==> src/rtl/sb_regfile.sv <==
// Decode-stage register file with combinational reads, one writeback port,
// same-cycle write-to-read bypass and a per-register busy scoreboard.
module sb_regfile #(
  parameter int DATA_W   = 32,
  parameter int DEPTH    = 16,
  parameter int NREAD    = 2,
  parameter int ZERO_REG = 0,
  parameter int BYPASS   = 1,
  localparam int AW      = $clog2(DEPTH)
) (
  input  logic                    clk,
  input  logic                    rst,
  input  logic [NREAD*AW-1:0]     rd_addr,
  output logic [NREAD*DATA_W-1:0] rd_data,
  output logic [NREAD-1:0]        rd_busy,
  input  logic                    wr_en,
  input  logic [AW-1:0]           wr_addr,
  input  logic [DATA_W-1:0]       wr_data,
  input  logic                    iss_en,
  input  logic [AW-1:0]           iss_addr,
  output logic                    iss_stall,
  input  logic                    flush,
  output logic [AW:0]             busy_cnt
);

  function automatic logic [AW:0] f_popcount(input logic [DEPTH-1:0] v);
    logic [AW:0] c;
    c = '0;
    for (int k = 0; k < DEPTH; k++) begin
      c = c + {{AW{1'b0}}, v[k]};
    end
    return c;
  endfunction

  logic [DATA_W-1:0] r_regs [DEPTH];
  logic [DEPTH-1:0]  r_busy;
  logic [AW:0]       r_busy_cnt;
  logic [DEPTH-1:0]  w_busy_nxt;
  logic              w_wr_ok;
  logic              w_iss_zero;
  logic              w_iss_ok;

  assign w_wr_ok    = wr_en && !((ZERO_REG != 0) && (wr_addr == '0));
  assign w_iss_zero = (ZERO_REG != 0) && (iss_addr == '0);

  // A same-cycle writeback to the issue target releases the hazard.
  assign iss_stall = rst && iss_en && !flush && !w_iss_zero && r_busy[iss_addr]
                     && !(wr_en && (wr_addr == iss_addr));
  assign w_iss_ok  = iss_en && !iss_stall && !w_iss_zero;
  assign busy_cnt  = r_busy_cnt;

  generate
    for (genvar g = 0; g < NREAD; g++) begin : g_rd
      logic [AW-1:0] w_a;
      logic          w_zero;
      logic          w_hit;
      assign w_a    = rd_addr[g*AW +: AW];
      assign w_zero = (ZERO_REG != 0) && (w_a == '0);
      assign w_hit  = (BYPASS != 0) && wr_en && (wr_addr == w_a);
      assign rd_data[g*DATA_W +: DATA_W] = (!rst || w_zero) ? '0 :
                                           w_hit ? wr_data : r_regs[w_a];
      assign rd_busy[g] = rst && !w_zero && r_busy[w_a] && !w_hit;
    end
  endgenerate

  // Next busy vector: writeback clears, issue sets over it, flush clears everything.
  always_comb begin
    w_busy_nxt = r_busy;
    if (w_wr_ok) begin
      w_busy_nxt[wr_addr] = 1'b0;
    end else begin
      w_busy_nxt = w_busy_nxt;
    end
    if (w_iss_ok) begin
      w_busy_nxt[iss_addr] = 1'b1;
    end else begin
      w_busy_nxt = w_busy_nxt;
    end
    if (flush) begin
      w_busy_nxt = '0;
    end else begin
      w_busy_nxt = w_busy_nxt;
    end
  end

  // Scoreboard state and its registered population count.
  always_ff @(posedge clk or negedge rst) begin
    if (!rst) begin
      r_busy     <= '0;
      r_busy_cnt <= '0;
    end else begin
      r_busy     <= w_busy_nxt;
      r_busy_cnt <= f_popcount(w_busy_nxt);
    end
  end

  // Register array writeback.
  always_ff @(posedge clk or negedge rst) begin
    if (!rst) begin
      for (int k = 0; k < DEPTH; k++) begin
        r_regs[k] <= '0;
      end
    end else if (w_wr_ok) begin
      r_regs[wr_addr] <= wr_data;
    end
  end

endmodule
==> config.mk <==
export PLATFORM = sky130hd
export DESIGN_NAME = sb_regfile
export DESIGN_NICKNAME = d
export VERILOG_FILES = /design/src/rtl/sb_regfile.sv
export SDC_FILE = /design/constraint.sdc
export NUM_CORES = 1
export LEC_CHECK = 0
export CORE_MARGIN = 8
export CORE_UTILIZATION = 50
export CTS_CLUSTER_SIZE = 25
export DETAILED_ROUTE_END_ITERATION = 16
export PLACE_DENSITY_LB_ADDON = 0.15
export SLEW_MARGIN = 10
export SYNTH_ARGS = -nofsm -noshare
export SYNTH_HDL_FRONTEND = slang
export SYNTH_SLANG_ARGS = --single-unit
==> constraint.sdc <==
create_clock -name clk -period 5.7 [get_ports clk]
set_input_delay 0.855 -clock clk [delete_from_list [all_inputs] [get_ports clk]]
set_output_delay 0.855 -clock clk [all_outputs]
set_load 0.02 [all_outputs]
# Yosys cells after proc, flatten, opt, wreduce, memory -nomap -nowiden
# Index checks and enable logic that the tools add are counted.
# W data, S select, Z words.
# word_totals
reg_bits	533
inputBits	53
wordCells	98
# op_classes
add_sub_neg	15
order_cmp	10
eq_ne	3
mux	26
n_bitwise	6
n_reduce_logical	20
# op_table
cell	n
$bwmux W512	1
$mux W32	9
$bmux W32 S4	2
$demux W32 S4	1
$add A5 B1 Y5	11
$mux W16	3
$lt A4 B5 Y1 const B	4
$and A16 B16 Y16	1
$not A16 Y16	1
$or A16 B16 Y16	1
$ge A5 B5 Y1 const B	3
$logic_and A1 B1 Y1	15
$not A4 Y5	3
$bmux W1 S4	3
$eq A4 B4 Y1	3
$demux W1 S4	2
$ge A4 B1 Y1 const B	2
$add A4 B1 Y5	1
$logic_not A1 Y1	5
$lt A5 B1 Y1 const B	1
$mux W1	5
$add A3 B1 Y4	1
$add A2 B1 Y3	1
$add A1 B1 Y2	1

# Depth between registers and ports, before layout
# logic_depth
ltp_word	25
ltp_mapped	18
depth_no_buf	17

# Least setup slack after synthesis
# OpenSTA, ideal clock, no wires.
# synth_timing
kind	input -> register
start	input iss_addr[0]
end	register r_busy_cnt[4] (netlist: busy_cnt[4])
setup_ns	0.064
t_arrival_ns	5.160
required_ns	5.636
setup_slack_ns	0.476
cell_stages	17
path_buffers	1
cell_sequence	clkbuf_1 mux4_2 mux2i_1 o2111ai_2 o32a_1 fa_1 inv_1 fa_1 inv_1 fa_1 inv_1 fa_1 ha_1 inv_1 fa_1 nor2b_1 o21a_1
# synth_between
elab_chain_cells	23
word_cells_on_any_way	32
cone_classes	add/sub (15); order compare (2); eq/ne (1); mux (6); bitwise (1); reduce/logical (7)
# synth_rtl
element	line_no	source
from (decl)	20	input logic [AW-1:0] iss_addr,
branches (longest 6 deep; another with $lt A4 B5 Y1)	n/a	
$mux W16 (*)	74	if (w_iss_ok) begin
$mux W16 (*)	79	if (flush) begin
$add A1 B1 Y2	30	c = c + {{AW{1'b0}}, v[k]};
$add A2 B1 Y3	30	
$add A3 B1 Y4	30	
$add A4 B1 Y5	30	
$add A5 B1 Y5 (10 in a row)	30	
$add A5 B1 Y5 (*)	30	
to (signal assigned)	93	r_busy_cnt <= f_popcount(w_busy_nxt);
to (decl)	37	logic [AW:0] r_busy_cnt;
# Mark *: on every way between the ends. The select of a mux whose other input is x is not followed.
# A chain may end at the register's enable or synchronous reset.

# Worst setup path in the final report
# layout_timing
start	input iss_addr[3]
end	register r_busy_cnt[4] (netlist: busy_cnt[4])
# The elaborated chain is that of the path after synthesis.

==> flow_metrics.env <==
export IMPL_outcome="complete, no violations"
export IMPL_cts_setup_buffers=0
export IMPL_ctsResizeCount=0
export IMPL_synth_ff_type="dfrtp_1"
export IMPL_crit_top_cell="fa_1"
export IMPL_synthCells=1916
export IMPL_grtUsageTotal_pct=25.0
export IMPL_grt_pass1_vias=20100
export IMPL_drc=0
export IMPL_slew_violations=0
export IMPL_r2r_slack_ps=840
export IMPL_slew_headroom_pct=22.6
export IMPL_design_area_um2=33200
export IMPL_synth_cell_area_um2=29000
export IMPL_tightest_slew_ps=1160
export IMPL_finalNonFillerCells=2790
export IMPL_gr_total_overflow=0
export IMPL_timing_rr_end="busy_cnt[4]"
export IMPL_rsz0062_at_grt="false"
export IMPL_place_ws_ps=-165
export IMPL_synth_seq_area_share_pct=45.9
export IMPL_fin_hold_ws_ps=409
export IMPL_routed_wl_mm=82.8
export IMPL_cp_slowest_cell="clkdlybuf4s50_1"
export IMPL_peakVddDrop_mv=0.281
export IMPL_cpPeakStageDelay_ps=610
export IMPL_cts_tree="built"
export IMPL_worstSetupStartpointType="input port"
export IMPL_vias_per_cell=6.59
export IMPL_drtAntennaViolNets=0
export IMPL_synth_edf_count=0
export IMPL_powerDensity_nw_per_um2=355
export IMPL_rr_worst_depth=15
export IMPL_cts_root_buffer="clkbuf_16"
export IMPL_worstSetupPathType="in -> reg"
export IMPL_setup_viol=0
export IMPL_synth_fp_nets=1984
export IMPL_setup_slack_ps=437
export IMPL_dr_pass1_iters=5
export IMPL_dp_cells=2679
export IMPL_h_tree_depth=2
export IMPL_hold_path_class="in -> async"
export IMPL_fp_row_count=88
export IMPL_fin_skew_ps=8.33
export IMPL_die_w_um=257
export IMPL_cts_buffers=60
export IMPL_fillerInstances=4547
export IMPL_grt_max_degree=191
export IMPL_clock_latency_ps=630
export IMPL_num_vias=18400
export IMPL_cp_arrival_ps=5830
export IMPL_ys_warn_count=0
export IMPL_io_pins=125
export IMPL_nNetsFinal=2044
export IMPL_synth_seq_cells=533
export IMPL_cts_clk_slew_worst_paths_ps=60
export IMPL_cts_hold_buf=0
export IMPL_crit_reg2reg_launch="r_busy[11]"
export IMPL_drt_iter0_drc=1596
export IMPL_min_period_over_period_pct=92.3
export IMPL_gp_congestion=0.865
export IMPL_p_leak_nw=13.8
export IMPL_coreArea_um2=57600
export IMPL_routedWlPerCell_um=29.7
export IMPL_die_h_um=257
export IMPL_power_w=0.0118
export IMPL_yosysUniqueCellTypes=42
export IMPL_min_period_ps=5260
export IMPL_place_area_um2=31100
export IMPL_clock_sinks=533
export IMPL_max_cap_viol_count=0
export IMPL_dp_hpwl_mm=46.4
export IMPL_dieArea_um2=66000
export IMPL_fmax_ghz=0.190
export IMPL_hold_violations=0
export IMPL_initial_core_util_pct=50.4
export IMPL_path_cells="clkdlybuf4s50_1, mux2_1, o22a_1, o221ai_1, o2111ai_2, o32a_1, fa_1, inv_1, fa_1, inv_1, fa_1, inv_1, fa_1, ha_1, inv_1, fa_1, nor2b_1, o21a_1"
export IMPL_crit_path_end_kind="register"
export IMPL_area_delta_synth_final_pct=14.2
export IMPL_grt_pass1_wl_mm=127
export IMPL_required_ps=6270
export IMPL_syn_avg_cell_area_um2=15.2
export IMPL_synthArstFlopShare_pct=100
export IMPL_clockBufferDepth=3
export IMPL_antenna_found_initial=1
export IMPL_port_buffers=124
export IMPL_n_antenna_cell=0
export IMPL_drive_above_1_share_pct=23.2
export IMPL_critPathMaxFanout=5
[synth_stat cells, types with 7 or more instances]
cell type  number  area share, %
nor2_1         14           0.18
inv_1          26           0.34
a22oi_1       128            3.3
buf_6          12           0.47
nor2b_1         7           0.15
o32ai_1        10           0.30
buf_1          18           0.23
nand3b_1        8           0.21
buf_4          18           0.47
buf_2          67            1.2
dfrtp_1       533             46
fa_1           10           0.69
mux2_1        514             20
a22o_1         64            1.9
xor2_1          8           0.24
nand2_1        68           0.88
mux4_2        268             21
clkbuf_1       83            1.1
[cell families (layout without fill, tap and decap cells)]
group / count (synthesis) / after routing / synth area share (%)
flip-flops: 533 / 533 / 45.9
AND/OR/NAND/NOR: 119 / 119 / 2.00
multiplexers: 783 / 783 / 40.8
XOR/XNOR: 14 / 14 / 0.422
AO/OA/AOI/OAI: 228 / 228 / 6.24
buffers and inverters: 224 / 333 / 3.73
adder cells (fa/ha/maj): 15 / 15 / 0.905
[worst max-delay path by stage]
stage / start / to / slack [ps] / depth (start not counted)
CTS: iss_addr[3] / busy_cnt[4] / 480 / 18
detailed placement: iss_addr[3] / busy_cnt[4] / -170 / 18
finish: iss_addr[3] / busy_cnt[4] / 440 / 18
floorplan: iss_addr[0] / busy_cnt[4] / 480 / 17
global placement: iss_addr[3] / busy_cnt[4] / -40 / 18
global route: iss_addr[3] / busy_cnt[4] / 230 / 18
[critical path: cells and delay by family]
kind | cells | cell delay, ps
buffers and inverters | 5 | 860
adders and majority gates | 6 | 2730
muxes | 1 | 370
AOI/OAI and AO/OA | 5 | 890
and+or+nand+nor | 1 | 130
[where the power goes]
| group | switching (W) | internal [W] | total, W |
|---|---|---|---|
| Clock | 0.00159 | 0.00238 | 0.00397 |
| Combinational | 0.00105 | 0.00153 | 0.00258 |
| Sequential | 0.000593 | 0.00464 | 0.00524 |
| Total | 0.00323 | 0.00856 | 0.0118 |
[registers in the layout, indices dropped and copies added (netlist names)]
| register | count |
|---|---|
| r_busy | 16 |
| r_regs | 512 |
| busy_cnt | 5 |
[routing by layer]
layer	vias to the layer above	GRT usage (%)	share of wire [%]
met2	611	42.1	49
met4	2	7.70	2.9
met3	177	4.19	5.8
met5	-	0	0.016
li1	7624	-	-
met1	9984	33.3	42
[metrics by stage]
| step | utilization [%] | TNS [ps] |
|---|---|---|
| after global placement | 54.1 | -44.3 |
| after detailed placement | 54.1 | -359 |
| final | 57.6 | 0 |
| after CTS | 57.6 | 0 |
| after global routing | 57.6 | 0 |
| after floorplan | - | 0 |
[cells in the final DEF, fill, tap and decap left out, types with 4 or more instances in the layout]
master / count
dfrtp_1: 533
mux2_1: 514
mux4_2: 268
a22oi_1: 128
clkdlybuf4s50_1: 119
nand2_1: 67
a22o_1: 64
clkbuf_16: 61
buf_4: 58
inv_1: 26
clkbuf_1: 18
clkbuf_8: 15
buf_12: 14
nor2_4: 11
o32ai_1: 10
fa_1: 10
clkinv_2: 9
nand3b_1: 8
xor2_1: 8
xnor2_1: 6
o21ai_1: 6
nor2b_4: 5
ha_1: 5
bufinv_16: 5
nand2b_1: 4
o32a_1: 4
[final cells by class]
class | instances | area, um^2 | share of cell area (%)
Clock buffer | 94 | 1800 | 5.43
Clock inverter | 17 | 220 | 0.664
Inverter | 26 | 97.6 | 0.294
Multi-Input combinational cell | 1159 | 14800 | 44.5
Sequential cell | 533 | 13300 | 40.2
Tap cell | 765 | 957 | 2.89
Timing Repair Buffer | 196 | 1970 | 5.96
Note: power is estimated with default switching activity, not from simulation.
